### src/rtl/mdu_pkg.sv
// Shared encodings and defaults for the multiply/divide unit.
package mdu_pkg;

    localparam int MDU_WIDTH = 32;
    localparam int MDU_CNT_W = 6;

    localparam logic [1:0] OP_MULT  = 2'b00;
    localparam logic [1:0] OP_MULTU = 2'b01;
    localparam logic [1:0] OP_DIV   = 2'b10;
    localparam logic [1:0] OP_DIVU  = 2'b11;

    typedef enum logic [1:0] {
        IDLE = 2'd0,
        MUL  = 2'd1,
        DIV  = 2'd2
    } state_t;

endpackage

### src/rtl/mdu_if.sv
// EX-stage <-> MDU bundle. start is a request sampled only while busy=0;
// there is no ready: the hazard unit holds the op until busy drops.
interface mdu_if #(
    parameter int WIDTH = 32
);
    logic             start;
    logic [1:0]       op;
    logic [WIDTH-1:0] srca;
    logic [WIDTH-1:0] srcb;
    logic             mthi;
    logic             mtlo;
    logic [WIDTH-1:0] wd;
    logic [WIDTH-1:0] hi;
    logic [WIDTH-1:0] lo;
    logic             busy;
    logic             done;

    modport master (
        output start, op, srca, srcb, mthi, mtlo, wd,
        input  hi, lo, busy, done
    );

    modport slave (
        input  start, op, srca, srcb, mthi, mtlo, wd,
        output hi, lo, busy, done
    );
endinterface

### src/rtl/mdu_sign_fix.sv
// Sign handling around the unsigned MDU core: operand magnitudes in,
// sign-corrected product or quotient/remainder out.
module mdu_sign_fix #(
    parameter int WIDTH = 32
) (
    input  logic [WIDTH-1:0] i_a,
    input  logic [WIDTH-1:0] i_b,
    output logic [WIDTH-1:0] o_abs_a,
    output logic [WIDTH-1:0] o_abs_b,
    input  logic             i_is_mul,
    input  logic             i_neg_res,
    input  logic             i_neg_rem,
    input  logic [WIDTH-1:0] i_hi,
    input  logic [WIDTH-1:0] i_lo,
    output logic [WIDTH-1:0] o_hi,
    output logic [WIDTH-1:0] o_lo
);
    logic [2*WIDTH-1:0] w_prod;
    logic [2*WIDTH-1:0] w_prod_neg;

    assign o_abs_a = i_a[WIDTH-1] ? -i_a : i_a;
    assign o_abs_b = i_b[WIDTH-1] ? -i_b : i_b;

    always_comb begin
        w_prod     = {i_hi, i_lo};
        w_prod_neg = -w_prod;
        o_hi       = i_hi;
        o_lo       = i_lo;
        if (i_is_mul) begin
            if (i_neg_res) begin
                {o_hi, o_lo} = w_prod_neg;
            end
        end else begin
            if (i_neg_res) begin
                o_lo = -i_lo;
            end
            if (i_neg_rem) begin
                o_hi = -i_hi;
            end
        end
    end
endmodule

### src/rtl/mdu_controller.sv
// Iterative MULT/MULTU/DIV/DIVU sequencer owning HI/LO.
// Define MDU_SIGNED_EN to enable signed MULT/DIV; otherwise op[0] is ignored.
module mdu_controller
    import mdu_pkg::*;
#(
    parameter int WIDTH = MDU_WIDTH,
    parameter int CNT_W = MDU_CNT_W
) (
    input  logic   clk,
    input  logic   reset,
    mdu_if.slave   bus,
    output state_t o_state
);
    state_t           r_state;
    state_t           w_state_nxt;
    logic [CNT_W-1:0] r_cnt;
    logic [WIDTH-1:0] r_a;      // multiplicand or divisor
    logic [WIDTH-1:0] r_b;      // multiplier (shifting out) or dividend/quotient
    logic [WIDTH-1:0] r_acc;    // upper product half or partial remainder
    logic [WIDTH-1:0] r_hi;
    logic [WIDTH-1:0] r_lo;
    logic             r_done;

    logic             w_last;
    logic [WIDTH:0]   w_sum;
    logic [WIDTH:0]   w_shift;
    logic [WIDTH:0]   w_diff;
    logic             w_ge;
    logic [WIDTH-1:0] w_acc_nxt;
    logic [WIDTH-1:0] w_b_nxt;
    logic [WIDTH-1:0] w_opa;
    logic [WIDTH-1:0] w_opb;
    logic [WIDTH-1:0] w_res_hi;
    logic [WIDTH-1:0] w_res_lo;

    assign w_last  = (r_cnt == CNT_W'(WIDTH - 1));
    assign w_sum   = {1'b0, r_acc} + {1'b0, (r_b[0] ? r_a : '0)};
    assign w_shift = {r_acc, r_b[WIDTH-1]};
    assign w_diff  = w_shift - {1'b0, r_a};
    // Remainder stays below the divisor, so bit WIDTH is the trial sign.
    assign w_ge    = ~w_diff[WIDTH];

    always_comb begin
        w_acc_nxt = r_acc;
        w_b_nxt   = r_b;
        if (r_state == MUL) begin
            w_acc_nxt = w_sum[WIDTH:1];
            w_b_nxt   = {w_sum[0], r_b[WIDTH-1:1]};
        end else begin
            w_acc_nxt = w_ge ? w_diff[WIDTH-1:0] : w_shift[WIDTH-1:0];
            w_b_nxt   = {r_b[WIDTH-2:0], w_ge};
        end
    end

`ifdef MDU_SIGNED_EN
    logic             w_sgn;
    logic             w_neg_a;
    logic             w_neg_b;
    logic             w_div0;
    logic [WIDTH-1:0] w_abs_a;
    logic [WIDTH-1:0] w_abs_b;
    logic             r_neg_res;
    logic             r_neg_rem;

    assign w_sgn   = ~bus.op[0];
    assign w_neg_a = w_sgn & bus.srca[WIDTH-1];
    assign w_neg_b = w_sgn & bus.srcb[WIDTH-1];
    assign w_div0  = bus.op[1] & (bus.srcb == '0);
    assign w_opa   = w_sgn ? w_abs_a : bus.srca;
    assign w_opb   = w_sgn ? w_abs_b : bus.srcb;

    mdu_sign_fix #(.WIDTH(WIDTH)) u_sign_fix (
        .i_a       (bus.srca),
        .i_b       (bus.srcb),
        .o_abs_a   (w_abs_a),
        .o_abs_b   (w_abs_b),
        .i_is_mul  (r_state == MUL),
        .i_neg_res (r_neg_res),
        .i_neg_rem (r_neg_rem),
        .i_hi      (w_acc_nxt),
        .i_lo      (w_b_nxt),
        .o_hi      (w_res_hi),
        .o_lo      (w_res_lo)
    );

    // Signed divide by zero keeps the raw unsigned-core result.
    always_ff @(posedge clk or posedge reset) begin
        if (reset) begin
            r_neg_res <= 1'b0;
            r_neg_rem <= 1'b0;
        end else if (r_state == IDLE && bus.start) begin
            r_neg_res <= (w_neg_a ^ w_neg_b) & ~w_div0;
            r_neg_rem <= w_neg_a & bus.op[1] & ~w_div0;
        end
    end
`else
    logic w_unused_op0;

    assign w_unused_op0 = bus.op[0];
    assign w_opa        = bus.srca;
    assign w_opb        = bus.srcb;
    assign w_res_hi     = w_acc_nxt;
    assign w_res_lo     = w_b_nxt;
`endif

    always_ff @(posedge clk or posedge reset) begin
        if (reset) begin
            r_state <= IDLE;
        end else begin
            r_state <= w_state_nxt;
        end
    end

    always_comb begin
        w_state_nxt = r_state;
        case (r_state)
            IDLE:    if (bus.start) w_state_nxt = bus.op[1] ? DIV : MUL;
            MUL,
            DIV:     if (w_last) w_state_nxt = IDLE;
            default: w_state_nxt = IDLE;
        endcase
    end

    always_ff @(posedge clk or posedge reset) begin
        if (reset) begin
            r_cnt  <= '0;
            r_a    <= '0;
            r_b    <= '0;
            r_acc  <= '0;
            r_hi   <= '0;
            r_lo   <= '0;
            r_done <= 1'b0;
        end else begin
            r_done <= 1'b0;
            if (r_state == IDLE) begin
                if (bus.start) begin
                    r_a   <= bus.op[1] ? w_opb : w_opa;
                    r_b   <= bus.op[1] ? w_opa : w_opb;
                    r_acc <= '0;
                    r_cnt <= '0;
                end else begin
                    if (bus.mthi) r_hi <= bus.wd;
                    if (bus.mtlo) r_lo <= bus.wd;
                end
            end else begin
                r_acc <= w_acc_nxt;
                r_b   <= w_b_nxt;
                r_cnt <= r_cnt + 1'b1;
                if (w_last) begin
                    r_hi   <= w_res_hi;
                    r_lo   <= w_res_lo;
                    r_done <= 1'b1;
                end
            end
        end
    end

    assign bus.hi   = r_hi;
    assign bus.lo   = r_lo;
    assign bus.busy = (r_state != IDLE);
    assign bus.done = r_done;
    assign o_state  = r_state;
endmodule

### src/flat_wrapper.sv
// flat-port wrapper written by rule: the top's interface ports become plain ports
module mdu_controller_flat import mdu_pkg::*;
#(
    parameter int WIDTH = MDU_WIDTH,
    parameter int CNT_W = MDU_CNT_W
)
  (clk, reset, o_state, bus_start, bus_op, bus_srca, bus_srcb, bus_mthi, bus_mtlo, bus_wd, bus_hi, bus_lo, bus_busy, bus_done);
  mdu_if #(.WIDTH(WIDTH)) bus_i ();
  input  logic clk;
  input  logic reset;
  output state_t o_state;
  input wire logic [$bits(bus_i.start)-1:0] bus_start;
  input wire logic [$bits(bus_i.op)-1:0] bus_op;
  input wire logic [$bits(bus_i.srca)-1:0] bus_srca;
  input wire logic [$bits(bus_i.srcb)-1:0] bus_srcb;
  input wire logic [$bits(bus_i.mthi)-1:0] bus_mthi;
  input wire logic [$bits(bus_i.mtlo)-1:0] bus_mtlo;
  input wire logic [$bits(bus_i.wd)-1:0] bus_wd;
  output wire logic [$bits(bus_i.hi)-1:0] bus_hi;
  output wire logic [$bits(bus_i.lo)-1:0] bus_lo;
  output wire logic [$bits(bus_i.busy)-1:0] bus_busy;
  output wire logic [$bits(bus_i.done)-1:0] bus_done;
  assign bus_i.start = bus_start;
  assign bus_i.op = bus_op;
  assign bus_i.srca = bus_srca;
  assign bus_i.srcb = bus_srcb;
  assign bus_i.mthi = bus_mthi;
  assign bus_i.mtlo = bus_mtlo;
  assign bus_i.wd = bus_wd;
  assign bus_hi = bus_i.hi;
  assign bus_lo = bus_i.lo;
  assign bus_busy = bus_i.busy;
  assign bus_done = bus_i.done;
  mdu_controller #(.WIDTH(WIDTH), .CNT_W(CNT_W)) u_core (.clk(clk), .reset(reset), .bus(bus_i), .o_state(o_state));
endmodule
### config.mk
export PLATFORM = sky130hd
export DESIGN_NAME = mdu_controller_flat
export DESIGN_NICKNAME = d
export VERILOG_FILES = /design/src/rtl/mdu_pkg.sv /design/src/rtl/mdu_if.sv /design/src/rtl/mdu_sign_fix.sv /design/src/rtl/mdu_controller.sv /design/src/flat_wrapper.sv
export SDC_FILE = /design/constraint.sdc
export NUM_CORES = 1
export LEC_CHECK = 0
export BUFFER_PORTS_ARGS = -buffer_cell sky130_fd_sc_hd__buf_4
export CAP_MARGIN = 20
export CORE_MARGIN = 3
export CORE_UTILIZATION = 55
export CTS_BUF_LIST = sky130_fd_sc_hd__clkbuf_2 sky130_fd_sc_hd__clkbuf_4 sky130_fd_sc_hd__clkbuf_8
export DETAILED_ROUTE_END_ITERATION = 10
export PLACE_DENSITY = 0.73
export SYNTH_ARGS = -nofsm -noshare
export SYNTH_HDL_FRONTEND = slang
export SYNTH_SLANG_ARGS = --single-unit
### constraint.sdc
create_clock -name clk -period 5.8 [get_ports clk]
set_input_delay 0.29 -clock clk [delete_from_list [all_inputs] [get_ports clk]]
set_output_delay 0.29 -clock clk [all_outputs]
set_load 0.1 [all_outputs]
==> metrics.txt <==
Layout Skew=0.0251 ns; port buffer count=169; Synth cell types=69; CP max stage delay=0.64 ns; # fillers=1841; Post-Synth Simple-Gate Area=14.1%; HPWL after DPL=26.7 mm; synthesis-to-layout area growth=15.3%; WL final=36.1 mm; GRT Residual Overflow=0; Synth top cells by count=nand2_1, dfrtp_1, o21ai_0; post-layout net count=1702; ANT nets after route=0; root buf cell=clkbuf_8; CP Class=register to register; crit start category=register; final setup vio count=0; Yosys top cell area share=34.8%; Clock Tree Buf Depth=2; Synth warnings=0; Max-slew headroom=30.5%; CORE AREA=21400 um2; top cells by area, synth=dfrtp_1, mux2i_1, ha_1, o21ai_0, nand2_1; post-synthesis cell area=12200 um2; status=finished, final reports clean; die area=23900 um2; worst skew pair latency=0.48 ns; Iteration-0 DRC Markers=898; xor/xnor share of the synthesized area=4.03%; Compound-Gate Fraction of Synth Area=23.5%; Slew Limit Fails=0; WP buf/inv=2; number of synthesized register bits=169; largest area contributor in the netlist=dfrtp_1; routed length per instance=19.9 um; register area share after synthesis=34.8%; via count=11000; number of enable flip-flop cells after synthesis=0; Worst Path Arrival=4.30 ns; largest family of logic cells by synthesized area=compound AO/OA/AOI/OAI gates; DRC errors left=0; Crit path top cell by count=a211oi_1; Setup Total Neg Slack=0 ns; crit-path max FO=19; die height=155 um; worst-path cell chain=inv_1, ha_1, fa_1, nand2b_1, a21oi_1, o211ai_2, o21ai_2, a2111oi_2, nor4_4, buf_4, a211oi_1, a211oi_1, o31ai_1; largest net degree at the start of global routing=91; vias in the first global route=10400; GP Congestion=0.948; crit share post-route=68.7%; I/O pin total=171; CP top delay family=compound AO/OA/AOI/OAI gates; DR vias/cell=6.04; final hold vios=0; 1st-pass router iterations=5; Die W=155 um; ratio of cells with drive above 1 in the final layout=17.2%; RSZ-0062 raised after global routing=no; MaxCap Viol Count=0; Syn Nets=1579; Crit-path slowest cell=a211oi_1; Achievable Freq=0.251 GHz; most numerous cell in the Yosys netlist=nand2_1; gr usage total=29.9%; first-pass GRT wire length=57.3 mm; average size of a mapped cell=8.65 um2; Clock Pin Slew Worst Setup and Hold Paths=0.09 ns; Post-Synth Adder-Cell Area=7.22%; cts repair resizes=0; measured slew at the worst slew-check pin=1.04 ns; initial antenna violation count=1; cells after synthesis=1407; CP required=6.12 ns; CTS tree=done; initial core utilization=57.0%; Tmin final=3.98 ns; worst min-delay path class=input pin to register; FP Rows=53; CTS H-tree depth=4; Most used DFF post-synth=dfrtp_1; Post-synth ARST share=100%; Antenna Cells=0; total CTS buffers=17; post-synthesis mux area share=11.9%; Worst Setup End Kind=register; TritonCTS Sinks=169
[tightest hold or removal path, cell delays in order]
cell and delay (ns):
buf_4 0.08, mux2i_1 0.05, o21ai_0 0.13
[registers in the layout (all words and copies together) (netlist names)]
signal / flops
u_core.bus.done: 1
u_core.bus.hi: 32
u_core.bus.lo: 32
u_core.o_state: 2
u_core.r_a: 32
u_core.r_acc: 32
u_core.r_b: 32
u_core.r_cnt: 6
[cells by family after synthesis]
group	Yosys count
buffers and inverters	135
multiplexers	140
XOR/XNOR	56
adder cells (fa/ha/maj)	69
AO/OA/AOI/OAI	464
flip-flops	169
AND/OR/NAND/NOR	374
[final timing paths]
path	start	to	slack, ns	cells after the start
max in group asynchronous	reset	u_core.bus.done	4.12	4
min reg2reg	u_core.bus.lo[29]	u_core.bus.lo[29]	0.50	1
min	bus_srca[22]	u_core.r_a[22]	0.12	3
max reg2reg	u_core.r_b[31]	u_core.bus.hi[15]	1.82	13
max	u_core.r_b[31]	u_core.bus.hi[15]	1.82	13
min in group asynchronous	reset	u_core.bus.lo[8]	0.39	3
[cell usage in the layout, fill, tap and decap left out, types with 29 or more instances in the layout]
cell type	netlist	routed
a21o_1	39	39
a21oi_1	125	124
and2_1	34	34
buf_4	2	181
dfrtp_1	169	169
ha_1	67	65
inv_1	52	51
mux2_2	30	30
mux2i_1	106	106
nand2_1	175	174
nor2_1	76	75
o211ai_1	29	29
o21ai_0	135	135
xnor2_1	37	37
[layout make-up]
cell class | instances | area [um2] | share of cell area [%]
Multi-Input combinational cell | 1103 | 7430 | 53.0
Sequential cell | 169 | 4230 | 30.1
Timing Repair Buffer | 184 | 1420 | 10.1
Clock inverter | 13 | 148 | 1.05
Tap cell | 275 | 344 | 2.45
Clock buffer | 18 | 241 | 1.72
Inverter | 55 | 211 | 1.51
[per-layer routing]
metal / vias to the layer above / track usage, % / routed length, um
li1: 5284 / - / -
met1: 5245 / 46.2 / 17300
met2: 392 / 43.0 / 15400
met3: 49 / 5.82 / 2750
met4: 2 / 7.74 / 665
met5: - / 0 / 13
[repair_timing]
action	in CTS	in global routing
hold buffers	1	0
buffers inserted	0	0
endpoints found under the hold margin	43	0
[per-stage QoR]
stage | hold slack (ns) | setup WS, ns | instance area [um2] | util (%) | std cells
finish | 0.122 | 1.82 | 14000 | 65.7 | 1817
global route | 0.115 | 1.69 | 14000 | 65.7 | 1817
CTS | 0.101 | 1.41 | 14000 | 65.5 | 1815
detailed placement | 0.336 | 1.44 | 13600 | 63.6 | 1783
global placement | 0.333 | 1.52 | 13600 | 63.6 | 1783
floorplan | 0.463 | 0.935 | 12200 | - | 1407
Power is not shown: default switching activity piles up to over one toggle a cycle in this logic, so the estimate is an artifact.
